<file path="src/rtl/master_req_queue_if.sv">
// Bundles the core-side and crossbar-side signals of master_req_queue.
// The slave modport is the queue's own view. The master modport is the view of
// the environment around it, meaning the core plus the crossbar port.
interface master_req_queue_if #(
  parameter int ADDR_W = 32,
  parameter int DATA_W = 32,
  parameter int CNT_W  = 3
);
  // Core -> queue transaction channel
  logic              in_valid;
  logic              in_ready;
  logic              in_cmd;
  logic [ADDR_W-1:0] in_addr;
  logic [DATA_W-1:0] in_wdata;

  // Queue -> core response channel
  logic              resp_valid;
  logic              resp_ready;
  logic              resp_cmd;
  logic [DATA_W-1:0] resp_rdata;

  // Queue <-> crossbar master port
  logic              master_req;
  logic              master_cmd;
  logic [ADDR_W-1:0] master_addr;
  logic [DATA_W-1:0] master_wdata;
  logic              master_ack;
  logic [DATA_W-1:0] master_rdata;

  // Status
  logic [CNT_W-1:0]  count;
  logic              busy;

  modport slave (
    input  in_valid, in_cmd, in_addr, in_wdata,
    input  resp_ready,
    input  master_ack, master_rdata,
    output in_ready,
    output resp_valid, resp_cmd, resp_rdata,
    output master_req, master_cmd, master_addr, master_wdata,
    output count, busy
  );

  modport master (
    output in_valid, in_cmd, in_addr, in_wdata,
    output resp_ready,
    output master_ack, master_rdata,
    input  in_ready,
    input  resp_valid, resp_cmd, resp_rdata,
    input  master_req, master_cmd, master_addr, master_wdata,
    input  count, busy
  );
endinterface

</file>
<file path="src/rtl/master_req_queue.sv">
// Master-side request queue sitting in front of one crossbar master port.
// Core transactions are buffered in a FIFO and issued to the crossbar one at a
// time. Exactly one response per transaction is returned to the core, in
// order. At most one transaction is ever outstanding.
module master_req_queue #(
  parameter int DEPTH  = 4,
  parameter int ADDR_W = 32,
  parameter int DATA_W = 32,
  parameter int CNT_W  = $clog2(DEPTH + 1)
) (
  input logic                clk,
  input logic                reset,
  master_req_queue_if.slave  bus
);

  localparam int PTR_W = $clog2(DEPTH);

  typedef enum logic [1:0] {
    IDLE  = 2'd0,
    REQ   = 2'd1,
    RDATA = 2'd2
  } state_t;

  state_t state_q;
  state_t state_d;

  // FIFO storage and bookkeeping
  logic              mem_cmd   [DEPTH];
  logic [ADDR_W-1:0] mem_addr  [DEPTH];
  logic [DATA_W-1:0] mem_wdata [DEPTH];
  logic [PTR_W-1:0]  rd_ptr;
  logic [PTR_W-1:0]  wr_ptr;
  logic [CNT_W-1:0]  count_q;

  // Response holding register
  logic              resp_valid_q;
  logic              resp_cmd_q;
  logic [DATA_W-1:0] resp_rdata_q;

  logic push;
  logic pop;
  logic head_cmd;
  logic ack_in_req;

  // A full queue never accepts, even if the head pops in the same cycle.
  assign bus.in_ready = (count_q != CNT_W'(DEPTH));
  assign push         = bus.in_valid && bus.in_ready;
  assign ack_in_req   = (state_q == REQ) && bus.master_ack;
  assign pop          = ack_in_req;
  assign head_cmd     = mem_cmd[rd_ptr];

  // Payload storage: capture the incoming transaction at the write pointer.
  // NOTE: the payload array is deliberately not reset. Only the pointers and
  // count need a known value. Head contents are never acted on while count is 0.
  always_ff @(posedge clk) begin
    if (push) begin
      mem_cmd[wr_ptr]   <= bus.in_cmd;
      mem_addr[wr_ptr]  <= bus.in_addr;
      mem_wdata[wr_ptr] <= bus.in_wdata;
    end
  end

  // Pointers wrap naturally because DEPTH is a power of two. Count tracks push/pop.
  // NOTE: sequential state uses non-blocking assignments only. That way every
  // flop samples pre-edge values, whatever order the blocks are evaluated in.
  always_ff @(posedge clk or posedge reset) begin
    if (reset) begin
      rd_ptr  <= '0;
      wr_ptr  <= '0;
      count_q <= '0;
    end else begin
      if (push) wr_ptr <= wr_ptr + PTR_W'(1);
      if (pop)  rd_ptr <= rd_ptr + PTR_W'(1);
      case ({push, pop})
        2'b10:   count_q <= count_q + CNT_W'(1);
        2'b01:   count_q <= count_q - CNT_W'(1);
        default: count_q <= count_q;
      endcase
    end
  end

  // FSM state register; reset drops any in-flight transaction immediately.
  always_ff @(posedge clk or posedge reset) begin
    if (reset) state_q <= IDLE;
    else       state_q <= state_d;
  end

  // Next-state logic. IDLE also reacts to a push arriving into an empty queue.
  // This gives the one-cycle push-to-request latency. master_req still comes
  // purely from the registered state.
  // NOTE: state_d gets its default before the case. Every path then assigns
  // it, so no latch is inferred.
  always_comb begin
    state_d = state_q;
    case (state_q)
      IDLE: begin
        if (((count_q != '0) || push) && !resp_valid_q) state_d = REQ;
      end
      REQ: begin
        if (bus.master_ack) state_d = head_cmd ? IDLE : RDATA;
      end
      RDATA: begin
        state_d = IDLE;
      end
      default: begin
        state_d = IDLE;
      end
    endcase
  end

  // Response register: load on write ack or read data capture, clear on consume.
  // Loads only happen with resp_valid low, so a held response is never overwritten.
  always_ff @(posedge clk or posedge reset) begin
    if (reset) begin
      resp_valid_q <= 1'b0;
      resp_cmd_q   <= 1'b0;
      resp_rdata_q <= '0;
    end else begin
      if (resp_valid_q && bus.resp_ready) resp_valid_q <= 1'b0;
      if (ack_in_req) begin
        resp_cmd_q <= head_cmd;
        if (head_cmd) begin
          resp_valid_q <= 1'b1;
          resp_rdata_q <= '0;
        end
      end
      if (state_q == RDATA) begin
        resp_valid_q <= 1'b1;
        resp_cmd_q   <= 1'b0;
        resp_rdata_q <= bus.master_rdata;
      end
    end
  end

  assign bus.master_req   = (state_q == REQ);
  assign bus.master_cmd   = head_cmd;
  assign bus.master_addr  = mem_addr[rd_ptr];
  assign bus.master_wdata = mem_wdata[rd_ptr];

  assign bus.resp_valid   = resp_valid_q;
  assign bus.resp_cmd     = resp_cmd_q;
  assign bus.resp_rdata   = resp_rdata_q;

  assign bus.count        = count_q;
  assign bus.busy         = (state_q != IDLE) || (count_q != '0);

endmodule

</file>
<file path="src/flat_wrapper.sv">
// flat-port wrapper written by rule: the top's interface ports become plain ports
module master_req_queue_flat 
#(
  parameter int DEPTH  = 4,
  parameter int ADDR_W = 32,
  parameter int DATA_W = 32,
  parameter int CNT_W  = $clog2(DEPTH + 1)
)
  (clk, reset, bus_in_valid, bus_in_cmd, bus_in_addr, bus_in_wdata, bus_resp_ready, bus_master_ack, bus_master_rdata, bus_in_ready, bus_resp_valid, bus_resp_cmd, bus_resp_rdata, bus_master_req, bus_master_cmd, bus_master_addr, bus_master_wdata, bus_count, bus_busy);
  master_req_queue_if #(.ADDR_W(ADDR_W), .DATA_W(DATA_W), .CNT_W(CNT_W)) bus_i ();
  input logic clk;
  input logic reset;
  input wire logic [$bits(bus_i.in_valid)-1:0] bus_in_valid;
  input wire logic [$bits(bus_i.in_cmd)-1:0] bus_in_cmd;
  input wire logic [$bits(bus_i.in_addr)-1:0] bus_in_addr;
  input wire logic [$bits(bus_i.in_wdata)-1:0] bus_in_wdata;
  input wire logic [$bits(bus_i.resp_ready)-1:0] bus_resp_ready;
  input wire logic [$bits(bus_i.master_ack)-1:0] bus_master_ack;
  input wire logic [$bits(bus_i.master_rdata)-1:0] bus_master_rdata;
  output wire logic [$bits(bus_i.in_ready)-1:0] bus_in_ready;
  output wire logic [$bits(bus_i.resp_valid)-1:0] bus_resp_valid;
  output wire logic [$bits(bus_i.resp_cmd)-1:0] bus_resp_cmd;
  output wire logic [$bits(bus_i.resp_rdata)-1:0] bus_resp_rdata;
  output wire logic [$bits(bus_i.master_req)-1:0] bus_master_req;
  output wire logic [$bits(bus_i.master_cmd)-1:0] bus_master_cmd;
  output wire logic [$bits(bus_i.master_addr)-1:0] bus_master_addr;
  output wire logic [$bits(bus_i.master_wdata)-1:0] bus_master_wdata;
  output wire logic [$bits(bus_i.count)-1:0] bus_count;
  output wire logic [$bits(bus_i.busy)-1:0] bus_busy;
  assign bus_i.in_valid = bus_in_valid;
  assign bus_i.in_cmd = bus_in_cmd;
  assign bus_i.in_addr = bus_in_addr;
  assign bus_i.in_wdata = bus_in_wdata;
  assign bus_i.resp_ready = bus_resp_ready;
  assign bus_i.master_ack = bus_master_ack;
  assign bus_i.master_rdata = bus_master_rdata;
  assign bus_in_ready = bus_i.in_ready;
  assign bus_resp_valid = bus_i.resp_valid;
  assign bus_resp_cmd = bus_i.resp_cmd;
  assign bus_resp_rdata = bus_i.resp_rdata;
  assign bus_master_req = bus_i.master_req;
  assign bus_master_cmd = bus_i.master_cmd;
  assign bus_master_addr = bus_i.master_addr;
  assign bus_master_wdata = bus_i.master_wdata;
  assign bus_count = bus_i.count;
  assign bus_busy = bus_i.busy;
  master_req_queue #(.DEPTH(DEPTH), .ADDR_W(ADDR_W), .DATA_W(DATA_W), .CNT_W(CNT_W)) u_core (.clk(clk), .reset(reset), .bus(bus_i));
endmodule
</file>
<file path="config.mk">
export PLATFORM = sky130hd
export DESIGN_NAME = master_req_queue_flat
export DESIGN_NICKNAME = d
export VERILOG_FILES = /design/src/rtl/master_req_queue_if.sv /design/src/rtl/master_req_queue.sv /design/src/flat_wrapper.sv
export SDC_FILE = /design/constraint.sdc
export NUM_CORES = 1
export LEC_CHECK = 0
export CORE_AREA = 4 4 153 155
export DETAILED_ROUTE_END_ITERATION = 10
export DIE_AREA = 0 0 157 159
export PLACE_DENSITY = 0.86
export REMOVE_ABC_BUFFERS = 1
export SKIP_LAST_GASP = 1
export SYNTH_ARGS = -nofsm -noshare
export SYNTH_HDL_FRONTEND = slang
export SYNTH_SLANG_ARGS = --single-unit
</file>
<file path="constraint.sdc">
create_clock -name clk -period 5.25 [get_ports clk]
set_clock_uncertainty 0.15 [all_clocks]
set_input_delay 1.05 -clock clk [delete_from_list [all_inputs] [get_ports clk]]
set_output_delay 1.05 -clock clk [all_outputs]
set_load 0.05 [all_outputs]
</file>
==> results of run 1 <==
==> worst paths after layout <==
path                                           from                       end  slack (ps)  cells past startpoint
max in group asynchronous                     reset          u_core.rd_ptr[0]        3400                      3
min reg2reg                u_core.bus.resp_rdata[1]  u_core.bus.resp_rdata[1]         360                      1
min in group asynchronous                     reset         u_core.state_q[1]         750                      2
max reg2reg                        u_core.rd_ptr[1]     u_core.bus.resp_valid        2450                      3
max                                u_core.rd_ptr[0]       bus_master_addr[19]         990                      3
min                        u_core.bus.resp_rdata[1]  u_core.bus.resp_rdata[1]         360                      1
==> flip-flops by register name (all words and copies together) (netlist names) <==
register               flops
u_core.wr_ptr              2
u_core.bus.resp_valid      1
u_core.mem_cmd             4
u_core.bus.resp_rdata     32
u_core.rd_ptr              2
u_core.mem_addr          128
u_core.bus.resp_cmd        1
u_core.state_q             2
u_core.bus.count           3
u_core.mem_wdata         128
==> through the flow <==
step                      instance area (sq um)  hold WS, ps  cells  power (mW)  util, %
after floorplan                           10900          348    445        6.45        -
after CTS                                 14400          355    985        9.95     65.9
after global placement                    13400          334    933        7.76     61.5
final                                     14400          359    985        9.84     65.9
after global routing                      14400          371    985        10.3     65.9
after detailed placement                  13400          332    933        7.84     61.5
==> cell families after synthesis <==
| kind of cell | share of synthesized area, % |
|---|---|
| adders and majority gates | 0.746 |
| and+or+nand+nor | 0.848 |
| AOI/OAI and AO/OA | 2.86 |
| muxes | 13.4 |
| DFF | 80.3 |
| buffers and inverters | 1.40 |
| xor gates and xnor gates | 0.475 |
==> routing by layer <==
metal | share of wire, % | up-vias
li1 | - | 2374
met1 | 40 | 2775
met2 | 51 | 203
met3 | 7.9 | 29
met4 | 1.5 | 0
met5 | 0 | -
==> power by group <==
group / switching, mW / internal (mW)
clock network: 0.836 / 1.25
registers: 0.392 / 3.24
logic: 2.57 / 1.55
==> worst reg2reg max path: stages, from the launching register on <==
cell	delay [ps]
dfrtp_4	1100
mux4_2	520
a21oi_4	670
o21ai_0	200
==> layout make-up <==
cell class / count / share of cell area, %
clock inverter: 22 / 1.65
clock buffer: 30 / 5.07
inverter: 9 / 0.235
tap: 280 / 2.43
sequential: 303 / 61.8
timing repair buffer: 208 / 14.5
multi-input combinational: 133 / 14.3
==> placed cells by master (no fill, tap or decap), types with 2 or more instances in the layout <==
master           instances
edfxtp_1               260
clkdlybuf4s50_1        206
mux4_2                  65
dfrtp_1                 41
a22o_1                  32
clkbuf_16               29
inv_1                    9
clkinv_2                 7
clkinv_1                 6
nand2_1                  5
ha_1                     5
bufinv_16                5
and3_4                   4
clkinvlp_4               4
xor2_1                   3
xnor2_1                  3
nor2_1                   3
nand2b_1                 2
o21ai_0                  2
dfrtp_4                  2
==> impl_metrics.toml, run 1 <==
[routing]
drt-total-wl_um = 21900
first_pass_iters = 4
drc = 0
num_vias = 5381
post_drt_via_cell_ratio = 5.46
ant_nets = 0
drt_iter0_drc = 245
post_drt_wl_per_cell_um = 22.2

[yosys]
synth.cell_area_sq_um = 11100
ys_ff_latch = 303
synth_cells = 468
yosysSeqAreaShare_pct = 80.3
avgSynthCellArea_sq_um = 23.7
synthTopCellsByCount = "260 x edfxtp_1, 65 x mux4_2, 43 x dfrtp_1"
synth_edf_count = 260
synth_top_area_cell = "edfxtp_1"
synth_top_flop_cell = "edfxtp_1"
synthMostInstantiatedCell = "edfxtp_1"
yosys-top-cells-area = "edfxtp_1 71%, mux4_2 13%, dfrtp_1 9.7%"
yosys_warnings = 0
ys_types = 25
yosysTopAreaCellShare_pct = 70.5
ys_async_sr_fraction_pct = 14.2

[cells_and_area]
num_antenna_cells = 0
multi_input_area_sq_um = 2060
final_layout_size_suffix_gt1_share_pct = 17.3
seqCellArea_sq_um = 8890
syn_to_final_growth_pct = 30.0
nets = 792
nFillCells = 1355

[floorplan]
design.die.area_sq_um = 25000
die_w_um = 157
start_util_pct = 50.7
io_pins = 207
die-height_um = 159
row_count = 54
core-area_sq_um = 21800

[pwr]
p_per_area_nw_per_um2 = 684
p_leak_nw = 4.92
vdd_drop_max_mv = 0.500

[clock_network]
ctsResizeCount = 0
clock_sinks = 303
htreeDepth = 1
cts_setup_buffers = 0
path_clk_slew_ps = 60
clockBufferDepth = 3
cts_buffers = 29
cts_tree = "built"
cts_hold_buf = 0
clk_latency_ps = 520
cts_root_buffer = "clkbuf_16"

[timing]
worst_slew_pin_slew_ps = 1020
max_freq_ghz = 0.235
relSlewSlack_pct = 32.3
tns_ps = 0
setup_slack_ps = 987
setup_viol = 0
report.final.slew_viol_count = 0
period_needed_ps = 4260
finalHoldViolCount = 0
rsz0062_at_grt = "no"
fin_crit_sh_pct = 81.2

[placement]
routabilityCongestion = 0.796
post-dp-hpwl_um = 13300
dp_slack_ps = 1460
io_buffer_count = 206

[setup_path]
critPathBufInv = 2
cp_slowest_cell = "dfrtp_4"
path_cells = "buf_12, mux4_2, clkdlybuf4s50_1"
crit_type = "reg2out"
slowest_delay_ps = 850
start_kind = "register"
worstPathArrival_ps = 3060
cpLargestDelayFamily = "buffers and inverters"
cp-end-kind = "output port"
cp_max_fo = 37
crit_required_ps = 4050

[global_route]
grt_max_degree = 67
antenna_found_initial = 0
gr-usage-met2_pct = 30.1
grt_pass1_vias = 6167
busiest_layer = "met2"
grt_usage_pct = 17.5
use_met1_pct = 22.9
use_met3_pct = 4.51
grt_pass1_wl_um = 34300
overflow = 0

[flow_run]
maxCapViolCount = 0

[min_path]
min_path_type = "reg2reg"

[status]
status = "finished clean"
Power figures use the tool's default switching activity.
==> inputs of run 2 (changes only) <==
--- a/config.mk
+++ b/config.mk
@@ -5,10 +5,10 @@
 export SDC_FILE = /design/constraint.sdc
 export NUM_CORES = 1
 export LEC_CHECK = 0
-export CORE_AREA = 4 4 153 155
+export CORE_AREA = 4 4 159 161
 export DETAILED_ROUTE_END_ITERATION = 10
-export DIE_AREA = 0 0 157 159
-export PLACE_DENSITY = 0.86
+export DIE_AREA = 0 0 163 165
+export PLACE_DENSITY = 0.84
 export REMOVE_ABC_BUFFERS = 1
 export SKIP_LAST_GASP = 1
 export SYNTH_ARGS = -nofsm -noshare
==> constraint.sdc (replaced) <==
create_clock -name clk -period 3.75 [get_ports clk]
set_clock_uncertainty 0.15 [all_clocks]
set_input_delay 0.75 -clock clk [delete_from_list [all_inputs] [get_ports clk]]
set_output_delay 0.75 -clock clk [all_outputs]
set_load 0.05 [all_outputs]
==> impl_metrics.toml, run 2 (synthesized netlist as in run 1, its figures left out) <==
[placement]
routabilityCongestion = 0.807
dp_slack_ps = 529
place_inst = 985
placed_area_sq_um = 13600
io_buffer_count = 206
post-dp-hpwl_um = 14500

[routing]
drt-total-wl_um = 22700
post_drt_wl_per_cell_um = 21.8
wl_met2_um = 11600
drt_iter0_drc = 337
post_drt_via_cell_ratio = 5.23
num_vias = 5440
dr_wl_met3_um = 1500
first_pass_iters = 4
drc = 0
ant_nets = 0
topRoutingLayerUsed = "met5"
drt-met1-wl_um = 9300

[pwr]
vdd_drop_max_mv = 0.805
finalPower_mw = 14.0
seqPwrFrac_pct = 35.0
p_per_area_nw_per_um2 = 958
net-switching-power_mw = 5.40
p_clk_share_pct = 21.4
power.internal_mw = 8.64
p_sw_share_pct = 38.5
p_comb_share_pct = 43.7
p_leak_nw = 5.04

[timing]
fin_crit_sh_pct = 95.6
finalHoldViolCount = 0
tns_ps = 0
report.final.slew_viol_count = 0
worst_slew_pin_slew_ps = 790
period_needed_ps = 3580
relSlewSlack_pct = 47.2
setup_viol = 0
holdWs_ps = 356
max_freq_ghz = 0.279
setup_slack_ps = 165
rsz0062_at_grt = "no"

[cells_and_area]
most-common-layout-cells = "260 x edfxtp_1, 206 x clkdlybuf4s50_1, 65 x mux4_2, 41 x dfrtp_1"
syn_to_final_growth_pct = 32.4
design_area_sq_um = 14700
final_common_cell = "edfxtp_1"
utilization_pct = 61.2
finalNonFillerCells = 1041
final_layout_size_suffix_gt1_share_pct = 18.5
nets = 802
num_antenna_cells = 0

[floorplan]
die-height_um = 165
io_pins = 207
row_count = 57
design.die.area_sq_um = 26900
die_w_um = 163
start_util_pct = 46.2
core-area_sq_um = 24000

[global_route]
grt_usage_pct = 16.9
grt_pass1_wl_um = 34900
grt_pass1_vias = 6086
antenna_found_initial = 1
overflow = 0
grt_max_degree = 38

[setup_path]
worstPathArrival_ps = 2680
r2r-start = "u_core.bus.count[0]"
reg2reg_slack_ps = 1200
cp-end-kind = "output port"
start_kind = "register"
crit_required_ps = 2850
crit_type = "reg2out"
rr_worst_depth = 8
r2r_end = "u_core.bus.count[2]"
cp_max_fo = 23

[clock_network]
cts_tree = "built"
clockBufferDepth = 3
cts_root_buffer = "clkbuf_16"
clock_sinks = 303
htreeDepth = 1
ctsResizeCount = 0
cts_hold_buf = 0
path_clk_slew_ps = 60
cts_buffers = 29
cts_setup_buffers = 2
clk_latency_ps = 530

[flow_run]
maxCapViolCount = 0

[min_path]
worstHoldStart = "u_core.bus.resp_rdata[0]"
hold_depth = 1
min_path_type = "reg2reg"
holdPathEnd = "u_core.bus.resp_rdata[0]"

[status]
status = "finished clean"
run 2: cell types whose count changed in the layout (fill, tap and decap cells not counted), sizes merged:
cell,previous run,this run
buf,2,12
bufinv,5,4
clkbuf,30,34
clkinvlp,4,0
inv,9,12
run 2: worst max-delay path by stage:
stage,startpoint,to,cells past startpoint
floorplan,u_core.rd_ptr[0],u_core.bus.resp_valid,3
global placement,u_core.rd_ptr[0],bus_master_wdata[28],3
detailed placement,u_core.rd_ptr[0],bus_master_wdata[28],3
CTS,u_core.rd_ptr[0],bus_master_wdata[28],3
global route,u_core.rd_ptr[0],bus_master_wdata[31],3
finish,u_core.rd_ptr[0],bus_master_wdata[31],3
run 2: final cells by class:
class	count	area (sq um)
timing repair buffer	218	2260
clock buffer	34	808
clock inverter	20	199
fill	1675	9310
inverter	9	33.8
sequential	303	8890
tap	324	405
multi-input combinational	133	2050
run 2: worst max-delay path, stage by stage, from the launching register on:
cell             delay [ps]
dfrtp_4                 600
buf_12                  250
mux4_2                  560
clkdlybuf4s50_1         720
run 2: power by group through the flow:
stage               clock network (mW)  registers (mW)  logic (mW)
floorplan                            0            5.73        3.30
global placement                     0            4.97        6.01
detailed placement                   0            5.03        6.08
CTS                               3.07            4.92        6.23
global route                      3.21            4.99        6.42
finish                            3.00            4.91        6.13
run 2: metal layers:
| layer | GRT usage, % | up-vias |
|---|---|---|
| li1 | - | 2409 |
| met1 | 22.4 | 2792 |
| met2 | 29.0 | 207 |
| met3 | 4.02 | 30 |
| met4 | 3.28 | 2 |
| met5 | 0 | - |
==> inputs of run 3 (changes only) <==
--- a/config.mk
+++ b/config.mk
@@ -9,7 +9,6 @@
 export DETAILED_ROUTE_END_ITERATION = 10
 export DIE_AREA = 0 0 163 165
 export PLACE_DENSITY = 0.84
-export REMOVE_ABC_BUFFERS = 1
 export SKIP_LAST_GASP = 1
 export SYNTH_ARGS = -nofsm -noshare
 export SYNTH_HDL_FRONTEND = slang
==> impl_metrics.toml, run 3 (synthesized netlist as in run 1, its figures left out) <==
[routing]
num_vias = 5474
ant_nets = 0
drc = 0
post_drt_wl_per_cell_um = 21.7
drt_iter0_drc = 295
post_drt_via_cell_ratio = 5.25
drt-total-wl_um = 22600
first_pass_iters = 4

[pwr]
p_per_area_nw_per_um2 = 952
seqPwrFrac_pct = 35.1
net-switching-power_mw = 5.39
p_comb_share_pct = 43.8
vdd_drop_max_mv = 0.523
p_sw_share_pct = 38.8
p_clk_share_pct = 21.0
p_leak_nw = 4.99
power.internal_mw = 8.50

[clock_network]
path_clk_slew_ps = 60
cts_buffers = 31
cts_root_buffer = "clkbuf_16"
cts_setup_buffers = 0
ctsResizeCount = 0
htreeDepth = 1
clock_sinks = 303
clk_latency_ps = 550
clockBufferDepth = 3
cts_hold_buf = 0
cts_tree = "built"

[yosys]
synth_nets = 576

[timing]
setup_slack_ps = 220
setup_viol = 0
max_freq_ghz = 0.283
report.final.slew_viol_count = 0
relSlewSlack_pct = 41.5
rsz0062_at_grt = "no"
holdWs_ps = 357
finalHoldViolCount = 0
tns_ps = 0
period_needed_ps = 3530
worst_slew_pin_slew_ps = 876
fin_crit_sh_pct = 94.1

[placement]
io_buffer_count = 206
placed_area_sq_um = 13600
dp_slack_ps = 749
post-dp-hpwl_um = 14800
routabilityCongestion = 0.806

[floorplan]
core-area_sq_um = 24000
start_util_pct = 46.2
row_count = 57
io_pins = 207
design.die.area_sq_um = 26900
die_w_um = 163
die-height_um = 165

[cells_and_area]
num_antenna_cells = 0
design_area_sq_um = 14600
nets = 803
most-common-layout-cells = "260 x edfxtp_1, 206 x clkdlybuf4s50_1, 65 x mux4_2, 41 x dfrtp_1, 32 x a22o_1"
syn_to_final_growth_pct = 31.8
final_layout_size_suffix_gt1_share_pct = 18.2
final_common_cell = "edfxtp_1"

[global_route]
grt_pass1_vias = 5980
grt_pass1_wl_um = 34500
grt_usage_pct = 16.5
grt_max_degree = 54
antenna_found_initial = 1
overflow = 0

[status]
status = "finished clean"

[flow_run]
maxCapViolCount = 0

[setup_path]
start_kind = "register"
cp_slowest_cell = "clkdlybuf4s50_1"
crit_type = "reg2out"
critPathBufInv = 2
worstPathArrival_ps = 2630
crit_required_ps = 2850
cpLargestDelayFamily = "buffers and inverters"
path_cells = "buf_4, mux4_2, clkdlybuf4s50_1"
slowest_delay_ps = 720
cp-end-kind = "output port"
cp_max_fo = 27

[min_path]
min_path_type = "reg2reg"
run 3: cell count changes in the layout (fill, tap and decap cells not counted), sizes merged:
cell and change:
clkbuf +1, bufinv -1, clkinv +1, inv -3, clkinvlp +4, buf -1
run 3: stage by stage:
step	util [%]	total power [mW]	cells
floorplan	-	9.08	468
global placement	56.8	10.9	986
detailed placement	56.8	11.1	986
CTS	60.9	14.1	1042
global route	60.9	14.5	1042
finish	60.9	13.9	1042
run 3: power by group through the flow:
stage / logic [mW] / clock network, mW / registers (mW)
6_report: 6.09 / 2.92 / 4.88
5_1_grt: 6.37 / 3.15 / 4.94
4_1_cts: 6.18 / 2.98 / 4.89
3_5_place_dp: 6.16 / 0 / 4.95
3_3_place_gp: 6.07 / 0 / 4.88
2_1_floorplan: 3.59 / 0 / 5.49
run 3: path summary, 6_finish.rpt:
kind	from	to	slack (ps)	depth (start not counted)
worst max-delay path	u_core.rd_ptr[1]	bus_master_addr[3]	220	3
min in group asynchronous	reset	u_core.bus.resp_rdata[19]	530	2
worst min register to register	u_core.bus.resp_rdata[10]	u_core.bus.resp_rdata[10]	360	1
max in group asynchronous	reset	u_core.bus.resp_rdata[2]	2230	3
worst max register to register	u_core.bus.count[0]	u_core.bus.count[2]	1310	8
worst min-delay path	u_core.bus.resp_rdata[10]	u_core.bus.resp_rdata[10]	360	1
run 3: layer usage:
layer	GRT usage, %	wire length (um)	vias to the layer above
met5	0	13	-
met4	5.07	569	2
met3	4.24	1610	50
met2	28.6	11700	196
met1	20.4	8680	2824
li1	-	-	2402
run 3: final cells by class:
class / count / area (sq um)
flip-flops and latches: 303 / 8890
fillers: 1659 / 9370
repair buffers: 217 / 2230
clock buffers: 35 / 791
well taps: 324 / 405
inverters: 9 / 33.8
clock inverters: 21 / 186
multi-input cells: 133 / 2050
